[config.mk]
export PLATFORM = sky130hd
export DESIGN_NAME = adler32
export DESIGN_NICKNAME = d
export VERILOG_FILES = /design/src/rtl/adler32_pkg.sv /design/src/rtl/adler32_mod_add.sv /design/src/rtl/adler32.sv
export SDC_FILE = /design/constraint.sdc
export NUM_CORES = 1
export LEC_CHECK = 0
export BUFFER_PORTS_ARGS = -buffer_cell sky130_fd_sc_hd__buf_2
export CAP_MARGIN = 20
export CORE_AREA = 2 2 119 75
export CTS_CLUSTER_SIZE = 16
export DETAILED_ROUTE_END_ITERATION = 12
export DIE_AREA = 0 0 121 77
export PLACE_DENSITY = 0.85
export SYNTH_ARGS = -nofsm -noshare
export SYNTH_HDL_FRONTEND = slang
export SYNTH_SLANG_ARGS = --single-unit
[constraint.sdc]
create_clock -name clock -period 12.7 [get_ports clock]
set_input_delay 2.54 -clock clock [delete_from_list [all_inputs] [get_ports clock]]
set_output_delay 2.54 -clock clock [all_outputs]
set_load 0.02 [all_outputs]
[src/rtl/adler32_pkg.sv]
// Shared constants and types for the adler32 streaming checksum engine.
package adler32_pkg;

    typedef logic [15:0] adler_word_t;

    localparam logic [16:0] ADLER_MOD    = 17'd65521;
    localparam adler_word_t ADLER_A_INIT = 16'd1;
    localparam adler_word_t ADLER_B_INIT = 16'd0;

endpackage

[src/rtl/adler32_mod_add.sv]
// Combinational (x + y) mod 65521 for operands that are both already below the modulus.
// Because the operands are reduced, one conditional subtract is always enough.
module adler32_mod_add
    import adler32_pkg::*;
(
    input  adler_word_t i_x,
    input  adler_word_t i_y,
    output adler_word_t o_sum
);

    logic [16:0] w_sum;
    logic [16:0] w_reduced;

    assign w_sum     = {1'b0, i_x} + {1'b0, i_y};
    assign w_reduced = w_sum - ADLER_MOD;
    assign o_sum     = (w_sum >= ADLER_MOD) ? w_reduced[15:0] : w_sum[15:0];

endmodule

[src/rtl/adler32.sv]
// Streaming Adler-32 checksum: one byte per clock, result {B,A} pulsed after the last byte.
// Optional build macro ADLER32_RUNNING_EN: checksum shows the running {B,A} after every
// accepted byte instead of only holding completed results.
module adler32
    import adler32_pkg::*;
(
    input  logic        clock,
    input  logic        rst,
    input  logic        data_valid,
    input  logic [7:0]  data,
    input  logic        last_data,
    output logic        checksum_valid,
    output logic [31:0] checksum
);

    adler_word_t r_a;
    adler_word_t r_b;
    logic [31:0] r_checksum;
    logic        r_checksumValid;

    adler_word_t w_aNext;
    adler_word_t w_bNext;

    // A' = A + data, then B' = B + A'; chained so B sees the freshly updated A.
    adler32_mod_add u_addA (
        .i_x   (r_a),
        .i_y   ({8'd0, data}),
        .o_sum (w_aNext)
    );

    adler32_mod_add u_addB (
        .i_x   (r_b),
        .i_y   (w_aNext),
        .o_sum (w_bNext)
    );

    // Accumulate on valid bytes; on the last byte publish the result and rearm for the next message.
    always_ff @(posedge clock) begin
        if (rst) begin
            r_a             <= ADLER_A_INIT;
            r_b             <= ADLER_B_INIT;
            r_checksum      <= 32'h0;
            r_checksumValid <= 1'b0;
        end else begin
            r_checksumValid <= data_valid && last_data;
            if (data_valid) begin
`ifdef ADLER32_RUNNING_EN
                r_checksum <= {w_bNext, w_aNext};
`endif
                if (last_data) begin
                    r_a <= ADLER_A_INIT;
                    r_b <= ADLER_B_INIT;
`ifndef ADLER32_RUNNING_EN
                    r_checksum <= {w_bNext, w_aNext};
`endif
                end else begin
                    r_a <= w_aNext;
                    r_b <= w_bNext;
                end
            end
        end
    end

    assign checksum       = r_checksum;
    assign checksum_valid = r_checksumValid;

endmodule

==> metrics.yaml, run 1 <==
detailed_routing:
  drt-initial-drc-count: 614
  routed-via-count: 4963
  detail_route.vias_per_cell: 6.52
  finalWirelength_um: 14300
  routed_wire_length_per_instance_um: 18.8
  drt-pass1-iter-count: 5
  post-route-drc-count: 0
  drtAntennaViolNets: 0
floorplanning:
  die_boundary_width_um: 121
  fp-row-count: 26
  die_h_um: 77
  core_um2: 8230
  overall_die_area_um2: 9320
  initial_core_util_pct: 58.8
  io-pin-count: 45
place:
  pre_cts_ws_ns: 3.78
  finalWeightedCongestion: 0.996
  place.detailed.hpwl_um: 10700
  numPortBuffers: 44
logic_synthesis:
  synthesis.area_per_instance_um2: 7.86
  synth_largest_area_cell: "dfxtp_1"
  synth_sequential_area_ratio_pct: 26.9
  dominantRegCellSynth: "dfxtp_1"
  ys.warnings.count: 0
  postSynthNetCount: 660
  largest_cells_by_area_after_synthesis: "dfxtp_1 27%, ha_1 7.8%, o21ai_0 5.4%"
  synth.top_cells.by_count: "69 x nand2_1, 65 x dfxtp_1, 52 x o21ai_0"
  synth_cells: 616
  netlist.area_leader.share_pct: 26.9
  synthesis.area_um2: 4840
  async_flop_share_pct: 0
  postSynthRegisterBits: 65
  synthDistinctLibCells: 79
  synth-edff-count: 0
  synthMostInstantiatedCell: "nand2_1"
sta:
  hold_viol_final: 0
  timing.final.setup_violations: 0
  finClkSkew_ns: 0.00421
  slew_violations: 0
  unrepaired_setup_endpoints_after_global_routing: "false"
  layout_setup_ws_ns: 3.93
  timing.setup.tns_ns: 0
  final_period_minus_worst_setup_slack_ns: 8.77
  timing.fmax_ghz: 0.114
  maxSlewHeadroom_pct: 26.5
  worst-slew-pin-transition_ns: 1.10
  min_period_over_period_pct: 69.0
clock_tree:
  cts_buffer_depth: 2
  cts_repair_resize_count: 0
  cts_hold_buffers: 0
  clock_insertion_delay_worst_skew_ns: 0.33
  cts_tree: "done"
  htree_levels: 3
  clock_tree.root_cell: "clkbuf_16"
  cts-buffers-inserted: 9
  cts_setup_buffers: 0
  cts.clk_slew.worst_paths_ns: 0.05
  cts.sink_count: 65
setup_path:
  critPathRequiredTime_ns: 12.88
  arrival_ns: 8.94
  end_kind: "flop"
  worst_setup_path_startpoint: "data[0]"
  critical_path_peak_fanout: 16
  path_class: "in -> reg"
  r2r_start: "r_a[0]"
  rr_worst_depth: 23
  start_kind: "input pin"
cells_and_area:
  area_occupied_by_multi_input_gates_um2: 3320
  synthToLayoutAreaGrowth_pct: 11.2
  post_route_cells_drive_above_1_share_pct: 13.4
  layout.area.seq_um2: 1300
  filler_cell_count: 704
  antenna_cells_inserted: 0
  final_nets: 688
worst_hold_path:
  hold_start: "checksum[29]"
  worstHoldPathType: "reg -> reg"
  timing.hold.worst_path_depth: 2
global_route:
  globalRoute.totalOverflow: 0
  global_route_wire_length_before_repair_um: 23100
  pin_count_of_the_biggest_net_entering_global_routing: 33
  vias_in_the_first_global_route: 4536
  antenna_violations_before_repair: 0
  grt_use_total_pct: 31.4
power_and_ir_drop:
  power_density_normalized_to_cell_area_nw_per_um2: 133
  vdd.ir_drop.worst_v: 0.000103
  power.leakage_nw: 2.28
flow_run:
  timing.max_cap.violations: 0
run_status:
  outcome: "finished clean"
[layout by cell type (no fill, tap or decap), drive strengths merged, types with 9 or more instances in the layout]
cell type   n
clkbuf     13
nor2       38
a22o       11
xnor2      23
buf        47
nor2b      10
nor3       11
nand3      21
dfxtp      65
nand2      69
inv        28
o21ai      59
and3        9
nand4      16
nand2b     10
o211ai      9
xor2       10
a21oi      46
ha         30
[metrics by stage]
stage / area, µm² / hold WS (ns) / cells / utilization (%) / power (mW)
after global routing: 5380 / 0.484 / 761 / 65.4 / 0.747
final: 5380 / 0.448 / 761 / 65.4 / 0.716
after CTS: 5380 / 0.448 / 761 / 65.4 / 0.708
after global placement: 5110 / 0.430 / 745 / 62.0 / 0.468
after floorplan: 4840 / 0.429 / 616 / - / 0.417
after detailed placement: 5110 / 0.437 / 745 / 62.0 / 0.479
[cell type report]
cell class | count | area share, %
clock buffers | 13 | 4.84
clock inverters | 3 | 0.279
inverters | 28 | 1.95
multi-input cells | 493 | 61.6
flip-flops and latches | 65 | 24.2
well taps | 112 | 2.60
repair buffers | 47 | 4.51
[state kept, by name, indices dropped and copies added (netlist names)]
| name | count |
|---|---|
| checksum_valid | 1 |
| r_a | 16 |
| checksum | 32 |
| r_b | 16 |
[path summary, 6_finish.rpt]
path	end	slack [ns]
min reg2reg	checksum[29]	0.45
min	checksum[29]	0.45
max reg2reg	r_b[11]	5.91
max	r_b[11]	3.93
[worst max-delay path: stages]
cell and delay [ns]:
buf_2 0.08, ha_1 0.19, inv_1 0.06, fa_1 0.40, nand2b_1 0.19, a211oi_2 0.34, o22ai_1 0.26, or4_1 0.52
o211ai_1 0.26, nand4_2 0.28, nand2_1 0.21, xnor2_1 0.23, ha_1 0.27, inv_1 0.07, fa_1 0.40, nand3b_1 0.23
a21oi_2 0.36, nor2_1 0.10, o211ai_1 0.21, xor2_1 0.53, nand4b_4 0.37, a2111oi_4 0.51, xnor2_1 0.22, o21ai_1 0.09
[kinds of logic after synthesis]
group,synth area share (%)
AOI/OAI and AO/OA,26.9
xor gates and xnor gates,5.97
adders and majority gates,8.58
buffers and inverters,4.68
DFF,26.9
muxes,1.65
and+or+nand+nor,25.3
[metal layers]
layer | wire length, µm | track usage [%] | part of all wire, %
met1 | 6290 | 44.4 | 44
met2 | 6130 | 46.9 | 43
met3 | 1660 | 8.85 | 12
met4 | 228 | 7.91 | 1.6
met5 | 0 | 0 | 0
[where the power goes]
group	internal, mW	total (mW)	switching, mW
Sequential	0.219	0.228	0.00960
Combinational	0.0864	0.259	0.172
Clock	0.142	0.229	0.0870
Total	0.447	0.716	0.269
Note: power is estimated with default switching activity, not from simulation.
==> inputs of run 2 (changes only) <==
--- a/config.mk
+++ b/config.mk
@@ -5,13 +5,14 @@
 export SDC_FILE = /design/constraint.sdc
 export NUM_CORES = 1
 export LEC_CHECK = 0
+export ABC_AREA = 1
 export BUFFER_PORTS_ARGS = -buffer_cell sky130_fd_sc_hd__buf_2
 export CAP_MARGIN = 20
-export CORE_AREA = 2 2 119 75
+export CORE_AREA = 2 2 127 80
 export CTS_CLUSTER_SIZE = 16
 export DETAILED_ROUTE_END_ITERATION = 12
-export DIE_AREA = 0 0 121 77
-export PLACE_DENSITY = 0.85
+export DIE_AREA = 0 0 129 82
+export PLACE_DENSITY = 0.84
 export SYNTH_ARGS = -nofsm -noshare
 export SYNTH_HDL_FRONTEND = slang
 export SYNTH_SLANG_ARGS = --single-unit
==> constraint.sdc (replaced) <==
create_clock -name clock -period 8.2 [get_ports clock]
set_input_delay 1.64 -clock clock [delete_from_list [all_inputs] [get_ports clock]]
set_output_delay 1.64 -clock clock [all_outputs]
set_load 0.02 [all_outputs]
==> metrics.yaml, run 2 <==
worst_hold_path:
  worstHoldPathType: "reg -> reg"
clock_tree:
  htree_levels: 3  # unchanged
  cts_tree: "done"
  cts_buffer_depth: 2  # unchanged
  cts_hold_buffers: 0  # unchanged
  cts.clk_slew.worst_paths_ns: 0.06  # about the same
  cts_repair_resize_count: 0  # unchanged
  clock_insertion_delay_worst_skew_ns: 0.34  # about the same
  cts_setup_buffers: 0  # unchanged
  cts-buffers-inserted: 9  # unchanged
  cts.sink_count: 65  # unchanged
  clock_tree.root_cell: "clkbuf_16"
flow_run:
  timing.max_cap.violations: 0  # unchanged
floorplanning:
  overall_die_area_um2: 10600  # +14%
  core_um2: 9490  # +15%
  die_boundary_width_um: 129  # +6.6%
  initial_core_util_pct: 57.9  # -0.92 points
  die_h_um: 82  # +6.5%
  io-pin-count: 45  # unchanged
  fp-row-count: 28  # +7.7%
global_route:
  global_route_wire_length_before_repair_um: 25500  # +10%
  globalRoute.totalOverflow: 0  # unchanged
  pin_count_of_the_biggest_net_entering_global_routing: 35  # +6.1%
  antenna_violations_before_repair: 0  # unchanged
  vias_in_the_first_global_route: 4906  # +8.2%
  grt_use_total_pct: 31.7  # +0.31 points
cells_and_area:
  layout.area.seq_um2: 1300  # unchanged
  final_common_cell: "nand2_1"
  largest_register_ff_count: 32  # unchanged
  most-common-layout-cells: "326 x nand2_1, 106 x inv_1, 81 x nand3_1, 65 x dfxtp_1, 50 x nor2_1"
  synthToLayoutAreaGrowth_pct: 11.6
  post_layout_nonfiller_instances: 1063  # +40%
  filler_cell_count: 864  # +23%
  area_occupied_by_multi_input_gates_um2: 3640  # +9.6%
  antenna_cells_inserted: 0  # unchanged
  post_route_cells_drive_above_1_share_pct: 17.5  # +4.1 points
  post-route-util_pct: 64.6  # -0.78 points
  final_nets: 967  # +41%
sta:
  timing.fmax_ghz: 0.150
  timing.final.setup_violations: 0  # unchanged
  final_period_minus_worst_setup_slack_ns: 6.66
  min_period_over_period_pct: 81.2
  timing.hold.ws_ns: 0.451  # +0.00309 ns
  timing.setup.tns_ns: 0  # unchanged
  unrepaired_setup_endpoints_after_global_routing: "false"
  maxSlewHeadroom_pct: 42.2  # +16 points
  finClkSkew_ns: 0.00881  # +0.00460 ns
  slew_violations: 0  # unchanged
  hold_viol_final: 0  # unchanged
  worst-slew-pin-transition_ns: 0.868  # -0.235 ns
power_and_ir_drop:
  switching_share_pct: 36.0  # -1.5 points
  vdd.ir_drop.worst_v: 0.000178  # +73%
  power_report.internal_total_mw: 0.677  # +52%
  pwr-share-comb_pct: 29.9  # -6.2 points
  p_total_mw: 1.06  # +48%
  power_density_normalized_to_cell_area_nw_per_um2: 173  # +30%
  netSwitchingPower_mw: 0.382  # +42%
  pwr-share-clk_pct: 38.2  # +6.3 points
  power.leakage_nw: 3.16  # +38%
  power_frac_seq_pct: 31.9  # about the same
setup_path:
  end_kind: "flop"
  critical_path.max_stage_delay_ns: 0.40  # -0.13 ns
  critPathMostFrequentCell: "nand2_1"
  arrival_ns: 6.92  # -2.02 ns
  start_kind: "input pin"
  critPathRequiredTime_ns: 8.46  # -4.42 ns
  regToRegSetupSlack_ns: 2.58  # -3.33 ns
  timing.critical_path.slowest_stage_cell: "fa_1"
  path_class: "in -> reg"
  critical_path_peak_fanout: 16  # unchanged
logic_synthesis:
  netlist.area_leader.share_pct: 23.7  # -3.2 points
  synth.top_cells.by_count: "326 x nand2_1, 106 x inv_1, 81 x nand3_1"
  async_flop_share_pct: 0  # unchanged
  ys.warnings.count: 0  # unchanged
  synthMostInstantiatedCell: "nand2_1"
  synthDistinctLibCells: 39  # -51%
  synthesis.area_per_instance_um2: 6.22  # -21%
  largest_cells_by_area_after_synthesis: "dfxtp_1 24%, nand2_1 22%, nand3_1 7.4%"
  synth_cells: 884  # +44%
  synthesis.area_um2: 5500  # +14%
  synth-edff-count: 0  # unchanged
  postSynthRegisterBits: 65  # unchanged
  dominantRegCellSynth: "dfxtp_1"
  postSynthNetCount: 928  # +41%
  synth_sequential_area_ratio_pct: 23.7  # -3.2 points
  synth_largest_area_cell: "dfxtp_1"
detailed_routing:
  post-route-drc-count: 0  # unchanged
  drt-initial-drc-count: 548  # -11%
  finalWirelength_um: 16600  # +16%
  routed-via-count: 5935  # +20%
  detail_route.vias_per_cell: 5.58  # -14%
  drtAntennaViolNets: 0  # unchanged
  drt-pass1-iter-count: 7  # +2
  routed_wire_length_per_instance_um: 15.6  # -17%
place:
  numPortBuffers: 44  # unchanged
  finalWeightedCongestion: 1.10  # +10%
  place.detailed.hpwl_um: 12600  # +18%
  place_inst: 1046  # +40%
run_status:
  outcome: "finished clean"
==> run 2: layout make-up <==
cell class	instances	share of cell area, %
clock buffers	10	3.90
multi-input cells	681	59.3
clock inverters	6	1.18
inverters	118	7.26
flip-flops and latches	65	21.2
repair buffers	48	4.41
well taps	135	2.75
==> run 2: per-stage QoR <==
| stage | worst slack [ns] | instance area [µm²] |
|---|---|---|
| after floorplan | 2.51 | 5500 |
| after global placement | 1.54 | 5790 |
| after detailed placement | 1.52 | 5790 |
| after CTS | 1.79 | 6110 |
| after global routing | 1.22 | 6130 |
| final | 1.54 | 6130 |
==> run 2: final timing paths <==
| path | from | to | depth (start not counted) |
|---|---|---|---|
| worst max-delay path | data[0] | r_b[5] | 34 |
| worst max register to register | r_a[0] | r_b[5] | 33 |
| worst min register to register | checksum[26] | checksum[26] | 2 |
| worst min-delay path | checksum[26] | checksum[26] | 2 |
==> run 2: power groups by stage <==
stage	logic [mW]	registers, mW	clock network [mW]
after floorplan	0.227	0.351	0
after global placement	0.302	0.344	0
after detailed placement	0.304	0.344	0
after CTS	0.306	0.338	0.405
after global routing	0.347	0.339	0.418
final	0.316	0.338	0.405
==> run 2: layer usage <==
| metal | routed length (µm) | vias up | part of all wire, % | global-route usage, % |
|---|---|---|---|---|
| met2 | 6080 | 355 | 37 | 40.3 |
| met1 | 8010 | 2686 | 48 | 50.5 |
| met5 | 0 | - | 0 | 0 |
| met3 | 2270 | 27 | 14 | 8.93 |
| met4 | 224 | 0 | 1.4 | 7.39 |
| li1 | - | 2867 | - | - |
==> run 2: kinds of logic (layout without fill, tap and decap cells) <==
logic type,Yosys count,in the layout,share of synthesized area [%]
XOR/XNOR,20,20,3.32
AND/OR/NAND/NOR,566,566,48.3
buffers and inverters,138,182,10.3
flip-flops,65,65,23.7
adder cells (fa/ha/maj),32,32,7.56
AO/OA/AOI/OAI,63,63,6.85
==> run 2: critical path: cells and delay by family <==
family                     cells  cell delay, ns
AOI/OAI and AO/OA              1            0.15
and+or+nand+nor               26            3.87
adders and majority gates      3            0.93
buffers and inverters          4            0.28
